==> config.mk <==
export PLATFORM = sky130hd
export DESIGN_NAME = dma_cmd_sequencer
export DESIGN_NICKNAME = d
export VERILOG_FILES = /design/src/rtl/dma_cmd_sequencer.sv
export SDC_FILE = /design/constraint.sdc
export NUM_CORES = 1
export LEC_CHECK = 0
export CAP_MARGIN = 40
export CELL_PAD_IN_SITES_DETAIL_PLACEMENT = 1
export CELL_PAD_IN_SITES_GLOBAL_PLACEMENT = 2
export CORE_UTILIZATION = 46
export CTS_CLUSTER_DIAMETER = 150
export DETAILED_ROUTE_END_ITERATION = 16
export GPL_TIMING_DRIVEN = 0
export MAX_ROUTING_LAYER = met4
export PLACE_DENSITY_LB_ADDON = 0.1
export REMOVE_ABC_BUFFERS = 1
export SYNTH_ARGS = -nofsm -noshare
export SYNTH_HDL_FRONTEND = slang
export SYNTH_SLANG_ARGS = --single-unit
export TNS_END_PERCENT = 30
==> constraint.sdc <==
create_clock -name clk -period 5.7 [get_ports clk]
set_clock_uncertainty 0.15 [all_clocks]
set_input_delay 1.14 -clock clk [delete_from_list [all_inputs] [get_ports clk]]
set_output_delay 1.14 -clock clk [all_outputs]
set_load 0.01 [all_outputs]
==> src/rtl/dma_cmd_sequencer.sv <==
// Command sequencer for a register-programmed DMA: a 4-deep command FIFO feeds an FSM
// that writes address, depth, width, set and start, then waits for the DMA to finish.
module dma_cmd_sequencer #(
   parameter int DATAWIDTH = 8,
   parameter int TIMEOUT   = 255
) (
   input  logic                 clk,
   input  logic                 rst,
   input  logic                 cmd_valid,
   output logic                 cmd_ready,
   input  logic [1:0]           cmd_set,
   input  logic [DATAWIDTH-1:0] cmd_addr,
   input  logic [DATAWIDTH-1:0] cmd_depth,
   input  logic [DATAWIDTH-1:0] cmd_width,
   input  logic                 err_clr,
   output logic                 dma_write,
   output logic [2:0]           dma_select,
   output logic [DATAWIDTH-1:0] dma_data,
   input  logic                 dma_finished,
   output logic                 seq_busy,
   output logic                 cmd_done,
   output logic [7:0]           cmd_count,
   output logic                 timeout_err
);
   localparam int CNT_W = $clog2(TIMEOUT + 1);

   typedef struct packed {
      logic [1:0]           set;
      logic [DATAWIDTH-1:0] addr;
      logic [DATAWIDTH-1:0] depth;
      logic [DATAWIDTH-1:0] width;
   } cmd_t;

   typedef enum logic [2:0] {
      S_IDLE, S_W_ADDR, S_W_DEPTH, S_W_WIDTH, S_W_SET, S_W_START, S_WAIT, S_HALT
   } state_t;

   cmd_t                 fifo_q [4];
   logic [1:0]           wr_ptr_q, rd_ptr_q;
   logic [2:0]           count_q, count_d;
   logic                 push, pop, fifo_empty;
   cmd_t                 head, cmd_in;

   state_t               state_q;
   logic [CNT_W-1:0]     tmo_cnt_q;
   logic [1:0]           cmd_set_q;
   logic [DATAWIDTH-1:0] cmd_depth_q, cmd_width_q;
   logic                 dma_write_q, cmd_done_q, timeout_err_q;
   logic [2:0]           dma_select_q;
   logic [DATAWIDTH-1:0] dma_data_q;
   logic [7:0]           cmd_count_q;

   assign cmd_in     = '{set: cmd_set, addr: cmd_addr, depth: cmd_depth, width: cmd_width};
   assign cmd_ready  = (count_q != 3'd4);
   assign fifo_empty = (count_q == 3'd0);
   assign push       = cmd_valid && cmd_ready;
   assign pop        = (state_q == S_IDLE) && !fifo_empty;
   assign head       = fifo_q[rd_ptr_q];
   assign count_d    = count_q + {2'b00, push} - {2'b00, pop};

   // FIFO storage carries no reset; occupancy alone decides what is valid
   always_ff @(posedge clk) begin
      if (push) fifo_q[wr_ptr_q] <= cmd_in;
   end

   always_ff @(posedge clk or posedge rst) begin
      if (rst) begin
         wr_ptr_q <= '0;
         rd_ptr_q <= '0;
         count_q  <= '0;
      end else begin
         if (push) wr_ptr_q <= wr_ptr_q + 2'd1;
         if (pop)  rd_ptr_q <= rd_ptr_q + 2'd1;
         count_q <= count_d;
      end
   end

   // Outputs are registered: each transition loads the values the next state presents
   always_ff @(posedge clk or posedge rst) begin
      if (rst) begin
         state_q       <= S_IDLE;
         tmo_cnt_q     <= '0;
         cmd_set_q     <= '0;
         cmd_depth_q   <= '0;
         cmd_width_q   <= '0;
         dma_write_q   <= 1'b0;
         dma_select_q  <= '0;
         dma_data_q    <= '0;
         cmd_done_q    <= 1'b0;
         cmd_count_q   <= '0;
         timeout_err_q <= 1'b0;
      end else begin
         dma_write_q  <= 1'b0;
         dma_select_q <= '0;
         dma_data_q   <= '0;
         cmd_done_q   <= 1'b0;
         case (state_q)
            S_IDLE: begin
               if (!fifo_empty) begin
                  if (head.depth == '0 || head.width == '0) begin
                     cmd_done_q  <= 1'b1;
                     cmd_count_q <= cmd_count_q + 8'd1;
                  end else begin
                     cmd_set_q    <= head.set;
                     cmd_depth_q  <= head.depth;
                     cmd_width_q  <= head.width;
                     state_q      <= S_W_ADDR;
                     dma_write_q  <= 1'b1;
                     dma_select_q <= 3'd4;
                     dma_data_q   <= head.addr;
                  end
               end
            end
            S_W_ADDR: begin
               state_q      <= S_W_DEPTH;
               dma_write_q  <= 1'b1;
               dma_select_q <= 3'd0;
               dma_data_q   <= cmd_depth_q;
            end
            S_W_DEPTH: begin
               state_q      <= S_W_WIDTH;
               dma_write_q  <= 1'b1;
               dma_select_q <= 3'd1;
               dma_data_q   <= cmd_width_q;
            end
            S_W_WIDTH: begin
               state_q      <= S_W_SET;
               dma_write_q  <= 1'b1;
               dma_select_q <= 3'd2;
               dma_data_q   <= DATAWIDTH'(cmd_set_q);
            end
            S_W_SET: begin
               state_q      <= S_W_START;
               dma_write_q  <= 1'b1;
               dma_select_q <= 3'd3;
               dma_data_q   <= DATAWIDTH'(1);
            end
            S_W_START: begin
               state_q   <= S_WAIT;
               tmo_cnt_q <= '0;
            end
            S_WAIT: begin
               if (dma_finished) begin
                  cmd_done_q  <= 1'b1;
                  cmd_count_q <= cmd_count_q + 8'd1;
                  state_q     <= S_IDLE;
               end else if (tmo_cnt_q == CNT_W'(TIMEOUT - 1)) begin
                  timeout_err_q <= 1'b1;
                  state_q       <= S_HALT;
               end else begin
                  tmo_cnt_q <= tmo_cnt_q + CNT_W'(1);
               end
            end
            S_HALT: begin
               if (err_clr) begin
                  timeout_err_q <= 1'b0;
                  state_q       <= S_IDLE;
               end
            end
            default: state_q <= S_IDLE;
         endcase
      end
   end

   assign dma_write   = dma_write_q;
   assign dma_select  = dma_select_q;
   assign dma_data    = dma_data_q;
   assign cmd_done    = cmd_done_q;
   assign cmd_count   = cmd_count_q;
   assign timeout_err = timeout_err_q;
   assign seq_busy    = (state_q != S_IDLE);

endmodule

Word-level counts from Yosys, hierarchy flattened
Memory sizes are Yosys's and may differ from the RTL's.
Index checks and enable logic that the tools add are counted.
{"block": "word_totals", "n_memories": 1, "out_inout_bits": 24, "elab_cells": 91, "in_bits": 31, "mem_bits_rw": 104, "register_bits": 58}
{"memory": "fifo_q", "depth": 4, "width": 26, "read_ports": 1, "rd_ports_with_merged_regs": 0, "wr": 1, "line_no": "38", "text": "cmd_t fifo_q [4];"}
{"block": "classes", "add_sub_neg": 6, "bitwise": 2, "mux": 32, "eq_ne": 18, "n_reduce_logical": 18}
{"op": "2-to-1 mux 8 bit", "count": 7}
{"op": "case mux 8 bit (5 select lines)", "count": 1}
{"op": "case mux 8 bit (2 select lines)", "count": 2}
{"op": "case mux 3 bit (8 select lines)", "count": 1}
{"op": "2-to-1 mux 3 bit", "count": 7}
{"op": "adder 8 x 1 -> 8 bit (second input constant)", "count": 2}
{"op": "logical NOT 8 bit", "count": 2}
{"op": "!= test 2 bit (second input constant)", "count": 7}
{"op": "== test 3 bit (second input constant)", "count": 4}
{"op": "case mux 3 bit (4 select lines)", "count": 1}
{"op": "AND reduction 4 bit", "count": 3}
{"op": "2-to-1 mux 1 bit", "count": 10}
{"op": "== test 8 bit (second input constant)", "count": 1}
{"op": "== test 3 x 2 -> 1 bit (second input constant)", "count": 2}
{"op": "logical NOT 3 bit", "count": 2}
{"op": "!= test 3 bit (second input constant)", "count": 2}
{"op": "case mux 1 bit (2 select lines)", "count": 3}
{"op": "AND reduction 3 bit", "count": 2}
{"op": "nonzero test 2 bit", "count": 3}
{"op": "adder 2 x 1 -> 2 bit (second input constant)", "count": 2}
{"op": "OR reduction 4 bit", "count": 1}
{"op": "adder 3 x 1 -> 3 bit", "count": 1}
{"op": "== test 3 x 1 -> 1 bit (second input constant)", "count": 1}
{"op": "nonzero test 3 bit", "count": 1}
{"op": "6 further kinds", "count": 8}

Logic depth before layout (Yosys ltp)
Gate-level depths: netlist of the first run.
An unclocked memory read counts as a cell.
{"block": "depth", "ltp_word": 6, "mapped_depth": 11, "mapped_depth_nobuf": 10}

Worst setup path before layout of the first run
No wires, ideal clock.
{"block": "synth_path", "path_type": "register to register", "from": "register state_q[2]", "to": "register count_q[2]", "path_stages_with_launch": 12, "n_path_buf": 3, "t_arrival_ps": 2525, "setup_slack_ps": 2902, "setup_ps": 123, "synth_period_minus_slack_ps": 2798, "t_required_ps": 5427, "cell_sequence": "dfrtp_1 -> clkbuf_1 -> or3_1 -> clkbuf_1 -> nor2_1 -> clkbuf_1 -> ha_1 -> inv_1 -> ha_1 -> fa_1 -> xor2_1 -> xnor2_1"}
{"block": "synth_between", "elab_chain_cells": 3}
{"element": "start: declaration", "line_no": "44", "text": "state_t state_q;"}
{"element": "start signal: assignment", "line_no": "81", "text": "state_q <= S_IDLE;"}
{"element": "start signal: assignment", "line_no": "107", "text": "state_q <= S_W_ADDR;"}
{"element": "start signal: assignment", "line_no": "115", "text": "state_q <= S_W_DEPTH;"}
{"element": "logical NOT 3 bit", "line_no": "57", "text": "assign pop = (state_q == S_IDLE) && !fifo_empty;"}
{"element": "logical AND 1 bit", "line_no": "57"}
{"element": "via pop", "line_no": "41", "text": "logic push, pop, fifo_empty;"}
{"element": "subtractor 3 x 1 -> 3 bit", "line_no": "59", "text": "assign count_d = count_q + {2'b00, push} - {2'b00, pop};"}
{"element": "via count_d[2]", "line_no": "40", "text": "logic [2:0] count_q, count_d;"}
{"element": "end signal: assignment", "line_no": "74", "text": "count_q <= count_d;"}
{"element": "end: declaration", "line_no": "40"}
The timed path passes the listed nets, and every way through them passes these cells.
A chain may end at the register's enable or synchronous reset.

Final worst setup path of the first run
{"block": "layout_path", "from": "register state_q[2]", "to": "output port seq_busy"}
{"block": "layout_between", "elab_chain_cells": 1}
{"element": "nonzero test 3 bit", "line_no": "171", "text": "assign seq_busy = (state_q != S_IDLE);"}
{"element": "end: declaration", "line_no": "20", "text": "output logic seq_busy,"}
Every way passes these cells.

==> impl_results.md, run 1 <==
- Final Hold Vio Count: 0
- Port bufs: 54
- Worst hold path type: reg2reg
- Flop pwr share: 0.444
- Die W: 121 um
- Synth Area in Compound Gates: 0.0363
- Synth Area in XOR/XNOR: 0.0257
- Leakage power: 2.92 nW
- Slew margin rel.: 0.412
- Total of max-cap violations: 0
- Cells after DPL: 588
- Final ANT Viol Nets: 0
- Crit path capture type: output pin
- Final core utilization: 0.578
- Slowest-stage cell, CP: dfrtp_1
- DRC: 0
- Post-DP HPWL: around 8200 um
- Area Growth Syn to Fin: 20.6%
- Crit Path Class: reg2out
- # H-tree levels: 4
- Top post-synthesis cells by area: edfxtp_1 48%, dfrtp_1 22%, mux4_2 8.3%
- Clock Latency Late Sink: 0.42 ns
- Full die area: between 10000 and 15000 um^2
- Non-Filler Instances: 620
- Routability congestion estimate: 0.715
- Max Buffers Root-to-Sink: 2
- Ys async rst share: 0.358
- Initial Utilization: 0.480
- Total GRT Usage: 0.202
- Synth top cells by count: 104 x edfxtp_1, 58 x dfrtp_1, 24 x mux4_2, 19 x mux2_2, 17 x nand2_1
- # rows: 42
- Distinct cells, synth: 45
- CTS tree: built
- Synth Instances: roughly 370
- Via count: between 3000 and 4000
- Reg clk slew, reported paths: 0.06 ns
- Vias in the first global route: about 3700
- CP Launch Type: register
- Largest net degree at the start of global routing: 35
- Status: completed
- Fmax: between 200 and 300 MHz
- P_int: 2.79 mW
- Top-area cell type share of the netlist area: 0.482
- CTS Sinks: 162
- Crit path DAT: 2.09 ns
- Post-synthesis sequential area ratio: 0.706
- CP required: roughly 4.4 ns
- Simple-gate portion of the synthesized area: 0.0624
- Die height: 121 um
- Largest family of logic cells by synthesized area: multiplexers
- Num CTS Buffers: 17
- Crit path time final: 3.38 ns
- Clk network pwr share: 0.268
- Mapped Avg Cell Area: roughly 18 um^2
- Io pins: 55
- Netlist area before placement: between 6000 and 7000 um^2
- Critical path peak fanout: 18
- Fin crit share: 0.593
- Worst-Margin Slew: 0.875 ns
- Post-cts hold buffer count: 0
- Adder-cell share of the synthesized area: 0.0205
- Synth Register Bits: 162
- Post-CTS Resized: 0
- Post-synthesis mux area share: 0.129
- Dpl ws: 2.31 ns
- Worst Path Buf+Inv: 1
- Logic pwr share: 0.288
- Most common cell in the netlist: edfxtp_1
- Post-CTS Setup Repair Bufs: 0
- Core area: 13500 um^2
- DRT Wirelength: 12600 um
- Switching power total: roughly 1.3 mW
- Synth area leader: edfxtp_1
- Total negative slack: 0 ns
- Slowest stage delay, CP: between 0.5 and 0.6 ns
- CTS Root Buffer Type: clkbuf_16
- Hold_ws: 0.330 ns
- Grt total ovfl: 0
- Worst vdd ir: ~0.28 mV
- EDFF count, synth: 104
- CP Cell Sequence: or3_1 -> clkdlybuf4s50_1
- Total iterations of the first detailed-routing run: 6
- Pins Over Slew Limit: 0
- First-pass GRT wire length: 20400 um
- Final Net Count: 472
- Sw frac: 0.314
- Final WS setup: between 2 and 2.5 ns
- DRT iter0 DRCs: 190
- Final setup vio count: 0
- RSZ-0062 raised after global routing: false
- Top cell family by delay on the critical path: flip-flops
- Diodes inserted: 0
- Pwr dens: 521 nW/um^2
- WL per Instance: 20.2 um
- Initial antenna violation count: 0
- Yosys warnings: 0
- Post-synth top flop: edfxtp_1
- Fraction of layout cells with a size suffix above 1: 0.209
- Vias per cell: 5.48
==> cells in the final DEF (no fill, tap or decap), types with 2 or more instances in the layout <==
master / count
a21oi_1: 9
a22oi_1: 7
and2_1: 2
and3_1: 4
and3_2: 4
buf_12: 2
clkbuf_16: 17
clkdlybuf4s50_1: 54
clkinv_2: 2
clkinvlp_4: 4
dfrtp_1: 57
edfxtp_1: 104
ha_1: 9
inv_1: 12
inv_6: 4
mux2_2: 19
mux2i_1: 2
mux4_1: 2
mux4_2: 24
nand2_1: 17
nand3_1: 11
nand4_1: 5
nor2_1: 15
nor2b_1: 3
nor3_1: 3
nor4_2: 2
nor4_4: 2
o21ai_0: 2
o32ai_1: 2
or3_1: 2
xnor2_1: 11
xor2_1: 8
==> state kept, by name, indices dropped and copies added, names as in the netlist <==
signal and flops:
timeout_err 1, wr_ptr_q 2, count_q 3, dma_select 3, dma_write 1, cmd_done 1
fifo_q 104, cmd_width_q 8, cmd_set_q 2, cmd_count 8, cmd_depth_q 8, dma_data 8
state_q 3, rd_ptr_q 2, tmo_cnt_q 8
==> logic make-up (layout without fill, tap and decap cells) <==
family / count (synthesis) / after routing
flops: 162 / 162
compound gates: 29 / 29
buf+inv: 27 / 103
fa+ha+maj: 10 / 10
simple gates: 73 / 73
xor+xnor: 19 / 19
mux: 48 / 48
==> metal layers <==
layer,GRT usage,part of all wire,vias to the layer above
li1,-,-,1546
met1,0.232,0.42,1784
met2,0.348,0.54,57
met3,0.0495,0.032,13
met4,0.0648,0.012,0
met5,-,0,-
==> worst paths after layout <==
path,start,endpoint,slack [ns],depth (start not counted)
min,cmd_count[7],cmd_count[7],0.33,1
min in group asynchronous,rst,dma_data[0],1.03,2
min reg2reg,cmd_count[7],cmd_count[7],0.33,1
max in group asynchronous,rst,rd_ptr_q[0],3.75,3
max reg2reg,rd_ptr_q[1],cmd_width_q[1],2.52,6
max,state_q[2],seq_busy,2.32,2
==> cell type report <==
class,instances,area [um^2]
Sequential cell,162,4580
Timing Repair Buffer,58,616
Fill cell,1192,5700
Clock buffer,19,443
Tap cell,176,220
Clock inverter,13,125
Inverter,13,48.8
Multi-Input combinational cell,179,1780
==> per-stage QoR <==
stage	instance area (um^2)	power [mW]
6_report	7810	4.07
5_1_grt	7810	4.30
4_1_cts	7810	4.14
3_5_place_dp	7240	3.03
3_3_place_gp	7160	2.94
2_1_floorplan	6400	2.54
==> power groups by stage <==
stage / combinational, mW / clock (mW) / sequential [mW]
2_1_floorplan: 0.725 / 0 / 1.82
3_3_place_gp: 1.05 / 0 / 1.89
3_5_place_dp: 1.20 / 0 / 1.83
4_1_cts: 1.20 / 1.12 / 1.81
5_1_grt: 1.29 / 1.16 / 1.85
6_report: 1.17 / 1.09 / 1.81
No activity file was read; power rests on OpenSTA's default activity.
==> run 2, diff against run 1 <==
--- a/config.mk
+++ b/config.mk
@@ -8,7 +8,7 @@
 export CAP_MARGIN = 40
 export CELL_PAD_IN_SITES_DETAIL_PLACEMENT = 1
 export CELL_PAD_IN_SITES_GLOBAL_PLACEMENT = 2
-export CORE_UTILIZATION = 46
+export CORE_UTILIZATION = 43
 export CTS_CLUSTER_DIAMETER = 150
 export DETAILED_ROUTE_END_ITERATION = 16
 export GPL_TIMING_DRIVEN = 0
==> constraint.sdc (replaced) <==
create_clock -name clk -period 3.14 [get_ports clk]
set_clock_uncertainty 0.15 [all_clocks]
set_input_delay 0.628 -clock clk [delete_from_list [all_inputs] [get_ports clk]]
set_output_delay 0.628 -clock clk [all_outputs]
set_load 0.01 [all_outputs]
==> run 2 against run 1 <==
  * First-iteration DRC count rose by 12%
  * Wire length rose by 2.0%
  * Global-route usage fell by 1.6 points
  * Largest power group unchanged
==> impl_results.md, run 2 (synthesis results as in run 1) <==
- Status: completed
- Slew margin rel.: 0.409
- Fillers: 1338
- Leakage power: 2.98 nW
- Total of max-cap violations: 0
- Final WS setup: 0.171 ns
- Area Growth Syn to Fin: 22.6%
- Grt total ovfl: 0
- Final Net Count: 478
- Slowest-stage cell, CP: dfrtp_2
- Slowest stage delay, CP: 0.68 ns
- Hold Path Depth: 1
- Crit path DAT: 3.13 ns
- Die W: 125 um
- CP Launch Type: register
- Initial antenna violation count: 0
- Max Buffers Root-to-Sink: 2
- R2R Path Start: rd_ptr_q[1]
- Io pins: 55
- Reg clk slew, reported paths: about 0.070 ns
- Port bufs: 54
- Die height: 125 um
- Biggest register: fifo_q
- # H-tree levels: 4
- Worst R2R Path Depth: 7
- Final ANT Viol Nets: 0
- Top cell family by delay on the critical path: flip-flops
- Max reg flops: 104
- CP required: between 3 and 4 ns
- Fmax: 337 MHz
- Clock Latency Late Sink: 0.43 ns
- Worst hold path endpoint: cmd_count[7]
- Design Area, Final: 7940 um^2
- CTS tree: built
- RR Endpoint: cmd_count[1]
- Worst hold path type: reg2reg
- Crit path capture type: register
- Most frequent cells in the layout: 104 x edfxtp_1, 56 x dfrtp_1, 54 x clkdlybuf4s50_1
- DRC: 0
- # rows: 44
- Vias per cell: 5.37
- Num CTS Buffers: 17
- Routability congestion estimate: 0.719
- Diodes inserted: 0
- Final Hold Vio Count: 0
- Vias in the first global route: between 3000 and 4000
- Largest net degree at the start of global routing: 38
- Pins Over Slew Limit: 0
- Total iterations of the first detailed-routing run: 4
- WL per Instance: roughly 20 um
- Pwr dens: 957 nW/um^2
- Core area: ~15000 um^2
- CP Cell Sequence: buf_16 -> mux4_2 -> nor4_2 -> a22oi_4 -> o31ai_4 -> buf_12 -> mux2_1
- Worst Path Buf+Inv: 2
- Register area: 4580 um^2
- CTS Root Buffer Type: clkbuf_16
- Dpl ws: -0.223 ns
- Worst R2R Setup Slack: 0.17 ns
- DRT iter0 DRCs: 212
- Post-DP HPWL: slightly above 8000 um
- Crit path time final: 2.97 ns
- Commonest non-fill, non-tap cell in the layout: edfxtp_1
- Post-cts hold buffer count: 0
- Worst vdd ir: 0.551 mV
- First-pass GRT wire length: 20700 um
- Placed cell areas: 7260 um^2
- Hold Path Origin: cmd_count[7]
- Critical path peak fanout: 15
- Via count: between 3000 and 4000
- Crit Path Class: reg2reg
- Worst-Margin Slew: 0.885 ns
- DRT Wirelength: 12800 um
- Total negative slack: 0 ns
- Full die area: ~16000 um^2
- CTS Sinks: between 150 and 200
- Fraction of layout cells with a size suffix above 1: 0.224
- Initial Utilization: 0.444
- RSZ-0062 raised after global routing: false
- Fin crit share: 0.945
- Final setup vio count: 0
- Area of the multi-input gates: 1800 um^2
- Total GRT Usage: 0.186
-- run 2: changes by cell type in the layout (fill, tap and decap cells not counted), sizes merged --
cell,change
buf,+6
clkinv,-2
bufinv,+1
clkbuf,+1
clkinvlp,-1
inv,+1
-- run 2: timing repair --
item / 4_1_cts / 5_1_grt
gates resized for setup: 5 / 1
hold endpoints to repair: 0 / 0
pin swaps: 0 / 1
setup endpoints to repair: 27 / 8
buffers inserted: 0 / 6
-- run 2: layout make-up --
| cell class | instances | area share |
|---|---|---|
| Timing Repair Buffer | 64 | 0.0857 |
| Multi-Input combinational cell | 179 | 0.227 |
| Clock inverter | 12 | 0.0180 |
| Clock buffer | 20 | 0.0575 |
| Tap cell | 184 | 0.0290 |
| Inverter | 13 | 0.00614 |
| Sequential cell | 162 | 0.577 |
-- run 2: power breakdown --
| group | internal, mW | total [mW] | switching (mW) |
|---|---|---|---|
| clock | 1.23 | 2.09 | 0.856 |
| combinational | 1.13 | 2.21 | 1.08 |
| sequential | 2.88 | 3.30 | 0.420 |
-- run 2: worst max-delay path by stage --
stage,start,end,slack (ns),cells past startpoint
6_report,rd_ptr_q[1],cmd_count[1],0.17,7
3_5_place_dp,rd_ptr_q[0],cmd_depth_q[4],-0.22,6
2_1_floorplan,rd_ptr_q[0],cmd_count[1],-0.22,5
5_1_grt,state_q[2],tmo_cnt_q[5],0.04,6
4_1_cts,rd_ptr_q[0],cmd_count[1],-0.02,6
3_3_place_gp,rd_ptr_q[0],cmd_set_q[1],-1.01,5
-- run 2: routing by layer --
metal  part of all wire  track usage  wire (um)
met5                  0            -          0
met4              0.013       0.0560        168
met3              0.034       0.0511        434
met2               0.51        0.297       6520
met1               0.44        0.231       5670
-- run 2: stage by stage --
stage          utilization  cells  hold slack (ns)  power [mW]
2_1_floorplan            -    354            0.314        4.62
3_3_place_gp         0.492    592            0.311        5.34
3_5_place_dp         0.498    596            0.319        5.51
4_1_cts              0.540    628            0.328        7.64
5_1_grt              0.544    634            0.360        8.02
6_report             0.544    634            0.319        7.60
-- run 2: worst register-to-register path, stage by stage, from the launching register on --
cell,delay (ns)
dfrtp_2,0.68
buf_16,0.21
mux4_2,0.37
nor4_2,0.46
a22oi_4,0.21
o31ai_4,0.30
buf_12,0.16
mux2_1,0.31
